### config.mk
export PLATFORM = sky130hd
export DESIGN_NAME = ds1302_serial_flat
export DESIGN_NICKNAME = d
export VERILOG_FILES = /design/src/rtl/ds1302_pkg.sv /design/src/rtl/ds1302_serial_if.sv /design/src/rtl/ds1302_timer.sv /design/src/rtl/ds1302_serial.sv /design/src/flat_wrapper.sv
export SDC_FILE = /design/constraint.sdc
export NUM_CORES = 1
export LEC_CHECK = 0
export ABC_CLOCK_PERIOD_IN_PS = 7100
export CAP_MARGIN = 20
export CORE_MARGIN = 4
export CORE_UTILIZATION = 58
export CTS_CLUSTER_DIAMETER = 40
export DETAILED_ROUTE_END_ITERATION = 8
export PLACE_DENSITY = 0.88
export SKIP_LAST_GASP = 1
export SLEW_MARGIN = 5
export SYNTH_ARGS = -nofsm -noshare
export SYNTH_HDL_FRONTEND = slang
export SYNTH_SLANG_ARGS = --single-unit
### constraint.sdc
create_clock -name clk -period 7.1 [get_ports clk]
set_input_delay 1.065 -clock clk [delete_from_list [all_inputs] [get_ports clk]]
set_output_delay 1.065 -clock clk [all_outputs]
set_load 0.005 [all_outputs]
### src/rtl/ds1302_pkg.sv
// Shared types and constants for the DS1302 3-wire serial engine.
package ds1302_pkg;

  typedef enum logic [2:0] {
    IDLE,
    SETUP,
    CMD,
    DATA,
    HOLD,
    RECOVER
  } state_t;

  localparam int BITS_PER_BYTE = 8;
  localparam int RD_BIT        = 0;

  // Width of the phase counter: it must hold (largest timing parameter - 1).
  function automatic int cnt_width(input int a, input int b, input int c, input int d);
    int m;
    m = a;
    if (b > m) m = b;
    if (c > m) m = c;
    if (d > m) m = d;
    if (m < 2) return 1;
    return $clog2(m);
  endfunction

endpackage

### src/rtl/ds1302_serial_if.sv
// Request/response bus between the clock controller (master) and the serial engine (slave).
interface ds1302_serial_if;
  logic [7:0] addr;
  logic [7:0] w;
  logic       ena;
  logic [7:0] r;
  logic       done;

  modport master (output addr, output w, output ena, input r, input done);
  modport slave  (input addr, input w, input ena, output r, output done);
endinterface

### src/rtl/ds1302_timer.sv
// Loadable down-counter with a zero flag; times every phase and SCLK half-period.
module ds1302_timer #(
  parameter int W = 8
) (
  input  logic         clk,
  input  logic         rst,
  input  logic         load,
  input  logic [W-1:0] value,
  output logic         zero
);

  logic [W-1:0] count;

  always_ff @(posedge clk or posedge rst) begin
    if (rst) begin
      count <= '0;
    end else if (load) begin
      count <= value;
    end else if (count != '0) begin
      count <= count - 1'b1;
    end
  end

  assign zero = (count == '0);

endmodule

### src/rtl/ds1302_serial.sv
// DS1302 single-byte 3-wire transfer engine (CE/SCLK/IO), registered pin outputs.
// Optional macro DS1302_IN_SYNC_EN: io_in passes through a 2-flop synchronizer.
module ds1302_serial
  import ds1302_pkg::*;
#(
  parameter int CLK_DIV    = 50,
  parameter int CE_SETUP   = 200,
  parameter int CE_HOLD    = 50,
  parameter int CE_RECOVER = 200
) (
  input  logic             clk,
  input  logic             clr,
  ds1302_serial_if.slave   bus,
  output logic             rtc_ce,
  output logic             rtc_sclk,
  output logic             io_out,
  output logic             io_oe,
  input  logic             io_in
);

  localparam int CW = cnt_width(CLK_DIV, CE_SETUP, CE_HOLD, CE_RECOVER);
  localparam logic [CW-1:0] HALF_LD  = CW'(CLK_DIV - 1);
  localparam logic [CW-1:0] SETUP_LD = CW'(CE_SETUP - 1);
  localparam logic [CW-1:0] HOLD_LD  = CW'(CE_HOLD - 1);
  localparam logic [CW-1:0] REC_LD   = CW'(CE_RECOVER - 1);
  localparam logic [2:0]    LAST_BIT = 3'(BITS_PER_BYTE - 1);

  state_t        state, state_n;
  logic [2:0]    bit_idx, bit_n, bit_inc;
  logic          rd;
  logic          ce_n, sclk_n, out_n, oe_n, done_n;
  logic          done_pulse;
  logic [7:0]    r_data;
  logic [7:0]    addr_l, w_l, shift;
  logic          load, zero, capture, sample, update_r;
  logic [CW-1:0] load_val;
  logic          io_s;

`ifdef DS1302_IN_SYNC_EN
  logic [1:0] sync;
  always_ff @(posedge clk) begin
    sync <= {sync[0], io_in};
  end
  assign io_s = sync[1];
`else
  assign io_s = io_in;
`endif

  ds1302_timer #(.W(CW)) u_timer (
    .clk   (clk),
    .rst   (clr),
    .load  (load),
    .value (load_val),
    .zero  (zero)
  );

  assign bit_inc = bit_idx + 3'd1;

  always_comb begin
    state_n  = state;
    bit_n    = bit_idx;
    ce_n     = rtc_ce;
    sclk_n   = rtc_sclk;
    out_n    = io_out;
    oe_n     = io_oe;
    done_n   = 1'b0;
    load     = 1'b0;
    load_val = HALF_LD;
    capture  = 1'b0;
    sample   = 1'b0;
    update_r = 1'b0;

    case (state)
      IDLE: begin
        ce_n   = 1'b0;
        sclk_n = 1'b0;
        oe_n   = 1'b0;
        out_n  = 1'b0;
        if (bus.ena) begin
          capture  = 1'b1;
          state_n  = SETUP;
          ce_n     = 1'b1;
          out_n    = bus.addr[0];
          oe_n     = 1'b1;
          load     = 1'b1;
          load_val = SETUP_LD;
        end
      end
      SETUP: begin
        if (zero) begin
          state_n = CMD;
          bit_n   = 3'd0;
          load    = 1'b1;
        end
      end
      CMD, DATA: begin
        if (zero) begin
          load = 1'b1;
          if (!rtc_sclk) begin
            // End of low half: raise SCLK; read data is captured in this cycle.
            sclk_n = 1'b1;
            if (state == DATA && rd) sample = 1'b1;
          end else begin
            sclk_n = 1'b0;
            if (bit_idx == LAST_BIT) begin
              bit_n = 3'd0;
              if (state == CMD) begin
                state_n = DATA;
                out_n   = rd ? 1'b0 : w_l[0];
                oe_n    = ~rd;
              end else begin
                state_n  = HOLD;
                out_n    = 1'b0;
                oe_n     = 1'b0;
                load_val = HOLD_LD;
              end
            end else begin
              bit_n = bit_inc;
              if (state == CMD) out_n = addr_l[bit_inc];
              else              out_n = rd ? 1'b0 : w_l[bit_inc];
            end
          end
        end
      end
      HOLD: begin
        if (zero) begin
          state_n  = RECOVER;
          ce_n     = 1'b0;
          done_n   = 1'b1;
          update_r = rd;
          load     = 1'b1;
          load_val = REC_LD;
        end
      end
      RECOVER: begin
        if (zero) state_n = IDLE;
      end
      default: state_n = IDLE;
    endcase
  end

  always_ff @(posedge clk or posedge clr) begin
    if (clr) begin
      state      <= IDLE;
      bit_idx    <= 3'd0;
      rd         <= 1'b0;
      rtc_ce     <= 1'b0;
      rtc_sclk   <= 1'b0;
      io_out     <= 1'b0;
      io_oe      <= 1'b0;
      done_pulse <= 1'b0;
      r_data     <= 8'h00;
    end else begin
      state      <= state_n;
      bit_idx    <= bit_n;
      rtc_ce     <= ce_n;
      rtc_sclk   <= sclk_n;
      io_out     <= out_n;
      io_oe      <= oe_n;
      done_pulse <= done_n;
      if (capture)  rd     <= bus.addr[RD_BIT];
      if (update_r) r_data <= shift;
    end
  end

  // Latched transfer operands and read shift register carry no reset.
  always_ff @(posedge clk) begin
    if (capture) begin
      addr_l <= bus.addr;
      w_l    <= bus.w;
    end
    if (sample) shift[bit_idx] <= io_s;
  end

  assign bus.r    = r_data;
  assign bus.done = done_pulse;

endmodule

### src/flat_wrapper.sv
// flat-port wrapper written by rule: the top's interface ports become plain ports
module ds1302_serial_flat import ds1302_pkg::*;
#(
  parameter int CLK_DIV    = 50,
  parameter int CE_SETUP   = 200,
  parameter int CE_HOLD    = 50,
  parameter int CE_RECOVER = 200
)
  (clk, clr, rtc_ce, rtc_sclk, io_out, io_oe, io_in, bus_addr, bus_w, bus_ena, bus_r, bus_done);
  ds1302_serial_if bus_i ();
  input  logic clk;
  input  logic clr;
  output logic rtc_ce;
  output logic rtc_sclk;
  output logic io_out;
  output logic io_oe;
  input  logic io_in;
  input wire logic [$bits(bus_i.addr)-1:0] bus_addr;
  input wire logic [$bits(bus_i.w)-1:0] bus_w;
  input wire logic [$bits(bus_i.ena)-1:0] bus_ena;
  output wire logic [$bits(bus_i.r)-1:0] bus_r;
  output wire logic [$bits(bus_i.done)-1:0] bus_done;
  assign bus_i.addr = bus_addr;
  assign bus_i.w = bus_w;
  assign bus_i.ena = bus_ena;
  assign bus_r = bus_i.r;
  assign bus_done = bus_i.done;
  ds1302_serial #(.CLK_DIV(CLK_DIV), .CE_SETUP(CE_SETUP), .CE_HOLD(CE_HOLD), .CE_RECOVER(CE_RECOVER)) u_core (.clk(clk), .clr(clr), .bus(bus_i), .rtc_ce(rtc_ce), .rtc_sclk(rtc_sclk), .io_out(io_out), .io_oe(io_oe), .io_in(io_in));
endmodule
==> impl_metrics.prom <==
# TYPE chip_impl_metric gauge
chip_impl_metric{name="cts.reportedPaths.clkPinSlew",unit="ps"} 90
chip_impl_info{name="worstReg2RegEnd",value="u_core.bit_idx[1]"} 1
chip_impl_metric{name="syn_inst",unit=""} 200
chip_impl_metric{name="final_antenna_net_count",unit=""} 0
chip_impl_metric{name="worstRegToRegCells",unit=""} 6
chip_impl_info{name="min_delay_worst_endpoint",value="u_core.bus.r[3]"} 1
chip_impl_info{name="result_of_the_run",value="finished, final reports clean"} 1
chip_impl_metric{name="cap_viol_max_count",unit=""} 0
chip_impl_metric{name="grt_start_max_net_pins",unit=""} 29
chip_impl_metric{name="total_half_perimeter_wirelength_after_legalization_and_detailed_placement",unit="um"} 3370
chip_impl_metric{name="hold_path_depth",unit=""} 1
chip_impl_metric{name="final_layout_size_suffix_gt1_frac",unit=""} 0.121
chip_impl_metric{name="vias",unit=""} 1725
chip_impl_metric{name="drc",unit=""} 0
chip_impl_info{name="critical_path_class",value="reg -> reg"} 1
chip_impl_metric{name="finalHoldWorstSlack",unit="ps"} 479
chip_impl_metric{name="post-route-min-period",unit="ps"} 2660
chip_impl_metric{name="setup_viol",unit=""} 0
chip_impl_metric{name="drt_pre_antenna_iters",unit=""} 4
chip_impl_metric{name="worst_slew_margin_rel",unit=""} 0.539
chip_impl_metric{name="synth-edff-count",unit=""} 24
chip_impl_metric{name="cpPeakStageDelay",unit="ps"} 550
chip_impl_info{name="clock-root-buffer",value="sky130_fd_sc_hd__clkbuf_8"} 1
chip_impl_metric{name="cts_setup_buffers",unit=""} 0
chip_impl_metric{name="start_util",unit=""} 0.606
chip_impl_metric{name="slew_viol_final",unit=""} 0
chip_impl_metric{name="cts_buf_count",unit=""} 5
chip_impl_metric{name="pin_count",unit=""} 33
chip_impl_metric{name="netlist_area",unit="um^2"} 2460
chip_impl_metric{name="post_detailed_route_via_to_cell_ratio",unit=""} 6.14
chip_impl_metric{name="crit_required",unit="ps"} 7300
chip_impl_metric{name="clk_latency_worst_skew_pair",unit="ps"} 300
chip_impl_metric{name="vdd_drop_max",unit="mV"} 0.112
chip_impl_metric{name="postSynthRegisterBits",unit=""} 52
chip_impl_metric{name="die_height",unit="um"} 73.1
chip_impl_metric{name="post_synth_num_cell_types",unit=""} 51
chip_impl_metric{name="max_freq",unit="MHz"} 376
chip_impl_metric{name="part_of_the_yosys_area_used_for_sequential_elements",unit=""} 0.578
chip_impl_metric{name="fin_util",unit=""} 0.726
chip_impl_metric{name="totalNegativeSetupSlack",unit="ps"} 0
chip_impl_info{name="grt_setup_unrepaired",value="false"} 1
chip_impl_metric{name="critPathArrivalTime",unit="ps"} 2860
chip_impl_metric{name="finalNetCount",unit=""} 254
chip_impl_metric{name="grt_usage",unit=""} 0.186
chip_impl_info{name="timing.rr.start",value="u_core.u_timer.count[0]"} 1
chip_impl_metric{name="fp.coreArea",unit="um^2"} 4060
chip_impl_metric{name="synth.net_count",unit=""} 224
chip_impl_metric{name="die_area",unit="um^2"} 5340
chip_impl_metric{name="die_w",unit="um"} 73.1
chip_impl_metric{name="wire_per_inst",unit="um"} 16.4
chip_impl_info{name="tritoncts_clock_tree",value="done"} 1
chip_impl_metric{name="number_of_global_route_vias_before_repair",unit=""} 1639
chip_impl_metric{name="standard_cell_row_count",unit=""} 23
chip_impl_metric{name="yosysWarnings",unit=""} 0
chip_impl_info{name="synth-main-ff-cell",value="sky130_fd_sc_hd__dfrtp_1"} 1
chip_impl_metric{name="hold_buffers",unit=""} 0
chip_impl_metric{name="wire_length_of_the_first_global_routing_pass",unit="um"} 7610
chip_impl_info{name="cell_at_the_slowest_stage_of_the_critical_path",value="sky130_fd_sc_hd__a2111oi_2"} 1
chip_impl_metric{name="finalWirelength",unit="um"} 4620
chip_impl_metric{name="antenna_found_initial",unit=""} 0
chip_impl_info{name="min_path_type",value="reg -> reg"} 1
chip_impl_metric{name="max_slew.worst_pin.slew",unit="ps"} 686
chip_impl_info{name="startpoint_type",value="flip-flop"} 1
chip_impl_metric{name="cts.htree.levels",unit=""} 2
chip_impl_metric{name="drt_first_iter_violations",unit=""} 99
chip_impl_metric{name="worst_skew",unit="ps"} 8.56
chip_impl_metric{name="global_route.overflow_total",unit=""} 0
chip_impl_info{name="cp_cell_sequence",value="inv_1 > ha_1 > nor4b_2 > nand2_1 > a2111oi_2 > mux2_2"} 1
chip_impl_info{name="commonest_non_fill_non_tap_cell_in_the_layout",value="sky130_fd_sc_hd__clkdlybuf4s50_1"} 1
chip_impl_info{name="final_cell_mix",value="sky130_fd_sc_hd__clkdlybuf4s50_1, sky130_fd_sc_hd__dfrtp_1, sky130_fd_sc_hd__edfxtp_1, sky130_fd_sc_hd__o21ai_0, sky130_fd_sc_hd__mux2_2"} 1
chip_impl_metric{name="gp_congestion",unit=""} 0.975
chip_impl_metric{name="r2r_slack",unit="ps"} 4440
chip_impl_metric{name="final.period_utilization",unit=""} 0.374
chip_impl_metric{name="p_leak",unit="uW"} 0.00110
chip_impl_metric{name="syn_avg_cell_area",unit="um^2"} 12.3
chip_impl_metric{name="numClockSinks",unit=""} 52
chip_impl_metric{name="placement.io_buffers",unit=""} 32
chip_impl_metric{name="async_reset_ff_frac",unit=""} 0.538
chip_impl_metric{name="cellPowerDensity",unit="nW/um^2"} 181
chip_impl_metric{name="insertedDiodeCount",unit=""} 0
chip_impl_info{name="min-delay-start",value="u_core.shift[3]"} 1
chip_impl_metric{name="area_overhead_vs_synth",unit="%"} 19.8
chip_impl_info{name="worstSetupEndpointType",value="flip-flop"} 1
chip_impl_metric{name="ctsResizeCount",unit=""} 0
chip_impl_metric{name="timing.final.hold_violations",unit=""} 0
chip_impl_metric{name="worstPathMaxFanout",unit=""} 7
chip_impl_metric{name="cts-root-to-sink-buffers",unit=""} 2
state kept, by name, indices dropped and copies added, names as in the netlist:
name / flops
u_core.addr_l: 8
u_core.bit_idx: 3
u_core.bus.done: 1
u_core.bus.r: 8
u_core.io_oe: 1
u_core.io_out: 1
u_core.rd: 1
u_core.rtc_ce: 1
u_core.rtc_sclk: 1
u_core.shift: 8
u_core.state: 3
u_core.u_timer.count: 8
u_core.w_l: 8
through the flow:
step                cells  setup WS, ps  total power (uW)  area [um^2]
CTS                   280          4430               535         2920
detailed placement    272          4440               337         2810
global placement      272          4530               337         2810
global route          281          4300               550         2940
floorplan             200          4630               325         2460
finish                281          4440               532         2940
cells in the mapped netlist, types with 6 or more instances:
master,count,share of area
sky130_fd_sc_hd__a21oi_1,6,0.012
sky130_fd_sc_hd__nor3_1,9,0.018
sky130_fd_sc_hd__clkbuf_1,10,0.015
sky130_fd_sc_hd__dfrtp_1,28,0.29
sky130_fd_sc_hd__mux2i_1,7,0.029
sky130_fd_sc_hd__edfxtp_1,24,0.29
sky130_fd_sc_hd__nor2_1,10,0.015
sky130_fd_sc_hd__o21ai_0,14,0.029
sky130_fd_sc_hd__inv_1,6,0.0092
sky130_fd_sc_hd__mux2_2,11,0.050
sky130_fd_sc_hd__nand2_1,9,0.014
critical path, delay by kind of cell (launching register included):
kind                       cells  cell delay, ps
buffers and inverters          1             150
DFF                            1             400
muxes                          1             400
and+or+nand+nor                2             840
adders and majority gates      1             220
AOI/OAI and AO/OA              1             550
kinds of logic after synthesis:
family	share of synthesized area
AOI/OAI and AO/OA	0.108
xor gates and xnor gates	0.00356
buffers and inverters	0.0280
and+or+nand+nor	0.164
adders and majority gates	0.0204
muxes	0.0973
DFF	0.578
layout make-up:
| cell class | count | area (um^2) |
|---|---|---|
| Clock inverter | 2 | 38.8 |
| Multi-Input combinational cell | 130 | 967 |
| Fill cell | 277 | 1110 |
| Sequential cell | 52 | 1420 |
| Tap cell | 50 | 62.6 |
| Timing Repair Buffer | 34 | 355 |
| Inverter | 7 | 26.3 |
| Clock buffer | 6 | 72.6 |
power breakdown:
part           switching [uW]  internal [uW]
logic                    6.15           11.1
registers                   0            315
clock network            93.6            106
worst max path at each step:
stage | start | end | slack (ps)
global placement | u_core.u_timer.count[0] | u_core.shift[5] | 4530
floorplan | u_core.u_timer.count[0] | u_core.shift[5] | 4630
detailed placement | u_core.u_timer.count[0] | u_core.bit_idx[1] | 4440
finish | u_core.u_timer.count[0] | u_core.bit_idx[1] | 4440
CTS | u_core.u_timer.count[0] | u_core.bit_idx[1] | 4430
global route | u_core.u_timer.count[1] | u_core.bit_idx[1] | 4300
layer usage:
metal  wire length (um)  GRT usage  part of all wire  vias to the layer above
met1               1940      0.235              0.42                      826
met4                 49     0.0615             0.011                        0
met2               2250      0.301              0.49                       70
li1                   -          -                 -                      822
met3                372     0.0606             0.081                        7
met5                  0          0                 0                        -
(Power assumes the default switching activity.)
